[config.mk]
export PLATFORM = sky130hd
export DESIGN_NAME = conv3x3_core
export DESIGN_NICKNAME = d
export VERILOG_FILES = /design/src/rtl/conv_pkg.sv /design/src/rtl/conv_clamp.sv /design/src/rtl/conv3x3_core.sv
export SDC_FILE = /design/constraint.sdc
export NUM_CORES = 2
export LEC_CHECK = 0
export CAP_MARGIN = 20
export CORE_MARGIN = 10
export CORE_UTILIZATION = 60
export CTS_CLUSTER_SIZE = 30
export DETAILED_ROUTE_END_ITERATION = 12
export PLACE_DENSITY = 0.78
export SLEW_MARGIN = 20
export SYNTH_ARGS = -nofsm -noshare
export SYNTH_HDL_FRONTEND = slang
export SYNTH_SLANG_ARGS = --single-unit
[constraint.sdc]
create_clock -name clk -period 17.9 [get_ports clk]
set_input_delay 5.37 -clock clk [delete_from_list [all_inputs] [get_ports clk]]
set_output_delay 5.37 -clock clk [all_outputs]
set_load 0.01 [all_outputs]
[src/rtl/conv_pkg.sv]
// Shared widths, config address map and reset kernel for the 3x3 convolution core.
// Latency: n/a (declarations only).
// Backpressure: n/a.
package conv_pkg;

   localparam int PIX_W  = 8;
   localparam int COEF_W = 8;
   localparam int SUM_W  = 21;

   // Config address map: kernel taps in row-major order, then the shift.
   localparam logic [3:0] CFG_K0    = 4'd0;
   localparam logic [3:0] CFG_K1    = 4'd1;
   localparam logic [3:0] CFG_K2    = 4'd2;
   localparam logic [3:0] CFG_K3    = 4'd3;
   localparam logic [3:0] CFG_K4    = 4'd4;
   localparam logic [3:0] CFG_K5    = 4'd5;
   localparam logic [3:0] CFG_K6    = 4'd6;
   localparam logic [3:0] CFG_K7    = 4'd7;
   localparam logic [3:0] CFG_K8    = 4'd8;
   localparam logic [3:0] CFG_SHIFT = 4'd9;

   typedef logic signed [COEF_W-1:0] coef_t;

   // Identity kernel: only the centre tap passes through.
   localparam coef_t K_IDENTITY [9] = '{8'sd0, 8'sd0, 8'sd0,
                                        8'sd0, 8'sd1, 8'sd0,
                                        8'sd0, 8'sd0, 8'sd0};

endpackage

[src/rtl/conv_clamp.sv]
// Shift a signed convolution total right and saturate it to an 8-bit pixel.
// Latency: combinational.
// Backpressure: none.
// Ports: sum_i (signed total), shift_i (arithmetic right shift), pix_o (clamped pixel).
// Build option: CONV_ABS_EN takes the magnitude of negative totals before the shift.
module conv_clamp
   import conv_pkg::*;
#(
   parameter int IN_W = SUM_W
) (
   input  logic signed [IN_W-1:0]  sum_i,
   input  logic        [3:0]       shift_i,
   output logic        [PIX_W-1:0] pix_o
);

   localparam logic signed [IN_W-1:0] PIX_MAX = IN_W'(255);

   logic signed [IN_W-1:0] mag;
   logic signed [IN_W-1:0] shifted;

   always_comb begin
`ifdef CONV_ABS_EN
      // Edge-magnitude kernels: sign is irrelevant, keep the strength.
      mag = sum_i[IN_W-1] ? -sum_i : sum_i;
`else
      mag = sum_i;
`endif
      shifted = mag >>> shift_i;
      if (shifted[IN_W-1]) begin
         pix_o = '0;
      end else if (shifted > PIX_MAX) begin
         pix_o = '1;
      end else begin
         pix_o = shifted[PIX_W-1:0];
      end
   end

endmodule

[src/rtl/conv3x3_core.sv]
// Programmable signed 3x3 convolution of a pixel window, shifted and clamped to 8 bits.
// Latency: 3 cycles from core_en_i to pix_valid_o, one window per cycle.
// Backpressure: none; core_en_i low inserts a bubble that emerges as pix_valid_o low.
// Ports: clk/rst_n (sync active-low), core_en_i + data_r_c_i window in, cfg_we/addr/data
//        kernel+shift writes, pix_o/pix_valid_o result, row_done_o/cnt_out_col_o row tracking.
// Build option: CONV_ABS_EN (see conv_clamp).
module conv3x3_core #(
   parameter int MAX_IMG_COLS = 540,
   parameter int CNT_IMG_COLS = 10,
   parameter int COEF_W       = conv_pkg::COEF_W,
   parameter int LATENCY      = 3
) (
   input  logic                    clk,
   input  logic                    rst_n,
   input  logic                    core_en_i,
   input  logic [7:0]              data_0_0_i,
   input  logic [7:0]              data_0_1_i,
   input  logic [7:0]              data_0_2_i,
   input  logic [7:0]              data_1_0_i,
   input  logic [7:0]              data_1_1_i,
   input  logic [7:0]              data_1_2_i,
   input  logic [7:0]              data_2_0_i,
   input  logic [7:0]              data_2_1_i,
   input  logic [7:0]              data_2_2_i,
   input  logic                    cfg_we_i,
   input  logic [3:0]              cfg_addr_i,
   input  logic [7:0]              cfg_data_i,
   output logic [7:0]              pix_o,
   output logic                    pix_valid_o,
   output logic                    row_done_o,
   output logic [CNT_IMG_COLS-1:0] cnt_out_col_o
);

   import conv_pkg::*;

   localparam int PROD_W = PIX_W + 1 + COEF_W;  // 9-bit signed pixel x coefficient
   localparam int RSUM_W = PROD_W + 2;          // three products per row
   localparam int TOT_W  = RSUM_W + 2;          // three rows
   localparam logic [CNT_IMG_COLS-1:0] LAST_COL = CNT_IMG_COLS'(MAX_IMG_COLS - 1);

   logic        [PIX_W-1:0]        pix_in [9];
   logic signed [COEF_W-1:0]       k_q [9];
   logic signed [COEF_W-1:0]       k_d [9];
   logic        [3:0]              shift_q, shift_d;
   logic signed [PROD_W-1:0]       prod_q [9];
   logic signed [PROD_W-1:0]       prod_d [9];
   logic signed [RSUM_W-1:0]       rsum_q [3];
   logic signed [RSUM_W-1:0]       rsum_d [3];
   logic        [3:0]              shift1_q, shift2_q;
   // Valid shift register; the datapath has exactly three register stages,
   // so LATENCY must stay at 3 for data and valid to line up.
   logic        [LATENCY-1:0]      vld_q;
   logic signed [TOT_W-1:0]        total;
   logic        [PIX_W-1:0]        clamp_pix;
   logic        [PIX_W-1:0]        pix_q, pix_d;
   logic        [CNT_IMG_COLS-1:0] cnt_q, cnt_d;

   always_comb begin
      pix_in[0] = data_0_0_i;  pix_in[1] = data_0_1_i;  pix_in[2] = data_0_2_i;
      pix_in[3] = data_1_0_i;  pix_in[4] = data_1_1_i;  pix_in[5] = data_1_2_i;
      pix_in[6] = data_2_0_i;  pix_in[7] = data_2_1_i;  pix_in[8] = data_2_2_i;
   end

   // Config writes land at the edge; the window sampled at that same edge
   // still multiplies by k_q, so the new value applies from the next window.
   always_comb begin
      k_d     = k_q;
      shift_d = shift_q;
      if (cfg_we_i) begin
         case (cfg_addr_i)
            CFG_K0:    k_d[0]  = cfg_data_i[COEF_W-1:0];
            CFG_K1:    k_d[1]  = cfg_data_i[COEF_W-1:0];
            CFG_K2:    k_d[2]  = cfg_data_i[COEF_W-1:0];
            CFG_K3:    k_d[3]  = cfg_data_i[COEF_W-1:0];
            CFG_K4:    k_d[4]  = cfg_data_i[COEF_W-1:0];
            CFG_K5:    k_d[5]  = cfg_data_i[COEF_W-1:0];
            CFG_K6:    k_d[6]  = cfg_data_i[COEF_W-1:0];
            CFG_K7:    k_d[7]  = cfg_data_i[COEF_W-1:0];
            CFG_K8:    k_d[8]  = cfg_data_i[COEF_W-1:0];
            CFG_SHIFT: shift_d = cfg_data_i[3:0];
            default:   ;
         endcase
      end
   end

   always_comb begin
      for (int i = 0; i < 9; i++) begin
         prod_d[i] = PROD_W'($signed({1'b0, pix_in[i]})) * PROD_W'(k_q[i]);
      end
      for (int r = 0; r < 3; r++) begin
         rsum_d[r] = RSUM_W'(prod_q[3*r]) + RSUM_W'(prod_q[3*r+1]) + RSUM_W'(prod_q[3*r+2]);
      end
      total = TOT_W'(rsum_q[0]) + TOT_W'(rsum_q[1]) + TOT_W'(rsum_q[2]);
   end

   conv_clamp #(.IN_W(TOT_W)) u_clamp (
      .sum_i   (total),
      .shift_i (shift2_q),
      .pix_o   (clamp_pix)
   );

   assign pix_d      = vld_q[LATENCY-2] ? clamp_pix : pix_q;
   assign row_done_o = vld_q[LATENCY-1] && (cnt_q == LAST_COL);

   always_comb begin
      cnt_d = cnt_q;
      if (vld_q[LATENCY-1]) begin
         cnt_d = row_done_o ? '0 : cnt_q + 1'b1;
      end
   end

   always_ff @(posedge clk) begin
      if (!rst_n) begin
         for (int i = 0; i < 9; i++) begin
            k_q[i]    <= COEF_W'(K_IDENTITY[i]);
            prod_q[i] <= '0;
         end
         for (int r = 0; r < 3; r++) begin
            rsum_q[r] <= '0;
         end
         shift_q  <= '0;
         shift1_q <= '0;
         shift2_q <= '0;
         vld_q    <= '0;
         pix_q    <= '0;
         cnt_q    <= '0;
      end else begin
         k_q      <= k_d;
         shift_q  <= shift_d;
         prod_q   <= prod_d;
         shift1_q <= shift_q;
         rsum_q   <= rsum_d;
         shift2_q <= shift1_q;
         vld_q    <= {vld_q[LATENCY-2:0], core_en_i};
         pix_q    <= pix_d;
         cnt_q    <= cnt_d;
      end
   end

   assign pix_o         = pix_q;
   assign pix_valid_o   = vld_q[LATENCY-1];
   assign cnt_out_col_o = cnt_q;

endmodule

# [Word level (Yosys, flattened, before mapping)]
# Cells that the tools add are included.
[classes] eq_ne=10 n_addsub=9 mux=3 order_cmp=1 mul=9 shifts=1 reduce_logical=12
[op_table] cell="multiplier 9 x 8 -> 17 bit" n=9
[op_table] cell="adder 18 x 17 -> 19 bit" n=3
[op_table] cell="adder 17 x 17 -> 18 bit" n=3
[op_table] cell="adder 20 x 19 -> 21 bit" n=1
[op_table] cell="> comparator 21 x 9 -> 1 bit, second input constant" n=1
[op_table] cell=">>> shifter 21 x 4 -> 21 bit" n=1
[op_table] cell="adder 19 x 19 -> 20 bit" n=1
[op_table] cell="AND reduction 2 bit" n=10
[op_table] cell="== test 4 x 3 -> 1 bit, second input constant" n=4
[op_table] cell="2-to-1 mux 8 bit" n=2
[op_table] cell="adder 10 x 1 -> 10 bit, second input constant" n=1
[op_table] cell="== test 10 bit, second input constant" n=1
[op_table] cell="2-to-1 mux 10 bit" n=1
[op_table] cell="== test 4 x 2 -> 1 bit, second input constant" n=2
[op_table] cell="== test 4 bit, second input constant" n=2
[op_table] cell="== test 4 x 1 -> 1 bit, second input constant" n=1
[op_table] cell="logical NOT 4 bit" n=1
[op_table] cell="logical AND 1 bit" n=1
[word_totals] input_bits=88 regBits=315 elab_cells=72 out_inout_bits=20

# [Depth between registers and ports, before layout]
[depth] word_depth=6 mapped_depth=23 mapped_depth_nobuf=23

# [Hierarchy]
# Synthesis repeated with hierarchy kept, for this count alone.
[hier_totals] hier_cells=3695 hier_area_um2=34132.7
[by_module_without_submodules] module="conv3x3_core" seq_area_each_um2=6306.0 cells_per_inst=3574 instances=1 area_each_um2=33091.7
[by_module_without_submodules] module="conv_clamp" seq_area_each_um2=0.0 cells_per_inst=121 instances=1 area_each_um2=1041.0

# [Worst setup path before layout]
# No wires, ideal clock.
[synth_timing] path_type="input-to-reg" startpoint="input data_0_1_i[3]" endpoint="register prod_q[135] (netlist bit)" arrival_ps=9263 cell_stages=19 required_ps=17785 setup_time_ps=115 n_path_buf=0 slack_ps=8523 cell_sequence="and2_1 > fa_1 > inv_1 > fa_1 > fa_1 > fa_1 > inv_1 > ha_1 > nor2b_1 > o21ai_0 > a21boi_0 > o21ai_0 > a21boi_0 > o21ai_0 > a21boi_0 > o21ai_0 > a21oi_1 > xnor2_1 > and2_1"
[synth_via] elab_chain_len=1
[synth_rtl] item="from (decl)" line_no="conv3x3_core.sv:17" text="input logic [7:0] data_0_1_i,"
[synth_rtl] item="multiplier 9 x 8 -> 17 bit" line_no="conv3x3_core.sv:88" text="prod_d[i] = PROD_W'($signed({1'b0, pix_in[i]})) * PROD_W'(k_q[i]);"
[synth_rtl] item="to (signal assigned)" line_no="conv3x3_core.sv:130" text="prod_q <= prod_d;"
[synth_rtl] item="to (decl)" line_no="conv3x3_core.sv:45" text="logic signed [PROD_W-1:0] prod_q [9];"
# Every way passes these cells.
# A chain may end at the register's enable or synchronous reset.

# [Worst setup path after layout]
[layout_timing] startpoint="input data_0_0_i[3]" endpoint="register prod_q[152] (netlist bit)"
[layout_via] elab_chain_len=1
[layout_rtl] item="from (decl)" line_no="conv3x3_core.sv:16" text="input logic [7:0] data_0_0_i,"
[layout_rtl] item="multiplier 9 x 8 -> 17 bit" line_no="conv3x3_core.sv:88"
# Every way passes these cells.

==> results.json <==
{
  "drt_iter0_drc": 1522,
  "relSlewSlack_pct": 19.4,
  "fin_crit_sh_pct": 55.8,
  "cts_buffers": 37,
  "maxCapViolations": 0,
  "cts-resized-gates": 0,
  "critical-path-top-delay-family": "adder cells",
  "hold_violations": 0,
  "wl_per_cell_um": 16.5,
  "clkSinkCount": 315,
  "status": "finished clean",
  "grt_first_pass_wirelength_um": 126000,
  "period_needed_ns": 9.99,
  "totalWireLength_um": 74200,
  "synthArstFlopShare_pct": 0,
  "first_pass_iters": 5,
  "synthDistinctLibCells": 70,
  "post-cts-setup-buffers": 0,
  "ys_warn_count": 0,
  "area_growth_pct": 8.96,
  "cpMostUsedCell": "o21ai_0",
  "worstSetupEndpointType": "flop",
  "hpwl_um": 58200,
  "cts.clk_slew.worst_paths_ns": 0.06,
  "via_per_inst": 5.40,
  "synth_nets": 4609,
  "worst_path_max_delay_cell": "clkdlybuf4s50_1",
  "root_buffer": "clkbuf_16",
  "critical_path_class": "in -> reg",
  "cts_tree": "done",
  "grt_pass1_vias": 25300,
  "tns_ns": 0,
  "fin_skew_ns": 0.0268,
  "pre_cts_slack_ns": 7.46,
  "insertion_delay_ns": 0.56,
  "synth-edff-count": 0,
  "vdd_drop_max_uv": 58.9,
  "setup_ws_ns": 7.91,
  "place_congestion": 0.894,
  "finalSetupViolations": 0,
  "ys.flop_type": "dfxtp_1",
  "row_count": 86,
  "crit_fanout": 8,
  "max_freq_mhz": 100,
  "fp.dieArea_um2": 65400,
  "start_util_pct": 60.6,
  "grt.total_usage_pct": 23.3,
  "final_nets": 4680,
  "p_leak_nw": 18.0,
  "die_x_um": 256,
  "hold_buffers": 0,
  "vias": 24300,
  "grt-ovfl-total": 0,
  "hp-class": "reg -> reg",
  "antenna_found_initial": 1,
  "ios": 108,
  "htreeDepth": 2,
  "synth_seq_cells": 315,
  "arrival_ns": 10.43,
  "cp.required_ns": 18.34,
  "final_cell_mix": "inv_1, ha_1, fa_1, and2_1, dfxtp_1",
  "final_common_cell": "inv_1",
  "fp.coreArea_um2": 55100,
  "path_buf_inv": 4,
  "avgSynthCellArea_um2": 9.13,
  "cts_buffer_depth": 3,
  "start_kind": "input pin",
  "synthesis.area_um2": 33400,
  "portBuffers": 107,
  "synthCells": 3656,
  "final-max-slew-violation-count": 0,
  "rsz0062_at_grt": "false",
  "cpPeakStageDelay_ns": 0.59,
  "p_per_area_nw_per_um2": 47.2,
  "ant_nets": 0,
  "drive_gt1_share_pct": 2.43,
  "drc": 0,
  "die_h_um": 256,
  "ys_seq_area_share_pct": 18.9,
  "worst_pin_slew_ns": 1.20,
  "path_cells": "clkdlybuf4s50_1, and2_1, ha_1, fa_1, ha_1, inv_1, fa_1, inv_1, ha_1, inv_1, fa_1, nor2b_1, o21ai_0, a21oi_1, o21ai_0, a21boi_0, o21ai_0, a21boi_0, o21ai_0, a21oi_1, xnor2_1, and2_1",
  "grt_max_degree": 67
}
worst register-to-register path, stage by stage (launching register included):
cell      delay [ns]
dfxtp_1         0.56
inv_1           0.17
fa_1            0.52
fa_1            0.52
inv_1           0.06
fa_1            0.55
inv_1           0.06
fa_1            0.48
inv_1           0.05
ha_1            0.28
o21ai_0         0.10
a21boi_0        0.28
o21ai_0         0.16
a21boi_0        0.24
o21ai_0         0.12
a21boi_0        0.27
o21ai_0         0.15
a21oi_1         0.18
xnor2_1         0.09
and2_1          0.15
metal layers:
layer  part of all wire (%)  up-vias  global-route usage [%]
met4                    3.3        0                    7.80
met2                     47      558                    38.5
li1                       -    11800                       -
met5                      0        -                       0
met1                     44    11900                    31.0
met3                    5.4      130                    3.43
report_power, final:
group | total, mW | leakage, nW | switching, mW | internal, mW
Combinational | 0.216 | 14.9 | 0.126 | 0.0900
Clock | 0.769 | 0.592 | 0.310 | 0.459
Sequential | 0.732 | 2.55 | 0.0144 | 0.717
Total | 1.72 | 18.0 | 0.450 | 1.27
synthesized netlist by cell type (4+ instances only):
cell type	instances	area (um^2)
inv_1	615	2310
ha_1	458	5730
fa_1	407	8150
and2_1	361	2260
dfxtp_1	315	6310
nand2_1	251	942
nor2_1	246	923
o21ai_0	110	551
mux2i_1	93	931
a21oi_1	90	450
nand2b_1	81	507
xnor2_1	76	666
nor3_1	75	375
clkbuf_1	74	278
nor2b_1	59	369
xor2_1	50	438
a21boi_0	32	240
and3_1	30	188
a21o_1	24	180
nor3b_1	23	173
or3_1	19	119
a211oi_1	14	105
nand3_1	14	70.1
o211ai_1	11	82.6
nand4_1	10	62.6
o41ai_1	10	87.6
buf_1	8	30.0
a31oi_1	7	43.8
nor4_1	7	43.8
nand3b_1	6	45.0
o21a_1	6	45.0
or2_2	6	37.5
a221oi_1	5	43.8
a22oi_1	5	37.5
mux2_2	4	45.0
o21bai_1	4	30.0
final timing paths:
kind	depth (start not counted)	start	end	slack, ns
max	22	data_0_0_i[3]	prod_q[152]	7.91
min	1	shift1_q[2]	shift2_q[2]	0.43
max reg2reg	19	k_q[63]	prod_q[135]	12.85
min reg2reg	1	shift1_q[2]	shift2_q[2]	0.43
state kept, by name (all words and copies together), names as in the netlist:
signal / count
pix_o: 8
shift1_q: 4
cnt_out_col_o: 10
shift2_q: 4
shift_q: 4
k_q: 72
prod_q: 153
vld_q: 3
rsum_q: 57
cell families after synthesis:
| group | Yosys count | synth area share (%) |
|---|---|---|
| XOR/XNOR | 126 | 3.31 |
| flip-flops | 315 | 18.9 |
| AND/OR/NAND/NOR | 1195 | 18.5 |
| adder cells (fa/ha/maj) | 865 | 41.6 |
| buffers and inverters | 700 | 7.88 |
| multiplexers | 99 | 3.06 |
| AO/OA/AOI/OAI | 356 | 6.76 |
per-stage QoR:
stage / hold WS, ns / total power, mW / cell area (um^2) / util [%] / instances
floorplan: 0.412 / 0.872 / 33400 / - / 3656
global placement: 0.414 / 0.957 / 35100 / 63.8 / 4436
detailed placement: 0.419 / 0.960 / 35100 / 63.8 / 4436
CTS: 0.434 / 1.73 / 36400 / 66.0 / 4500
global route: 0.450 / 1.78 / 36400 / 66.0 / 4501
finish: 0.431 / 1.72 / 36400 / 66.0 / 4502
final cells by class:
| cell class | count | area, um^2 |
|---|---|---|
| inverters | 617 | 2320 |
| well taps | 748 | 936 |
| flip-flops and latches | 315 | 6310 |
| repair buffers | 115 | 1130 |
| clock buffers | 49 | 1050 |
| clock inverters | 15 | 175 |
| diodes | 2 | 5.00 |
| fillers | 4484 | 18700 |
| multi-input cells | 2641 | 24400 |
(Power assumes the default switching activity.)
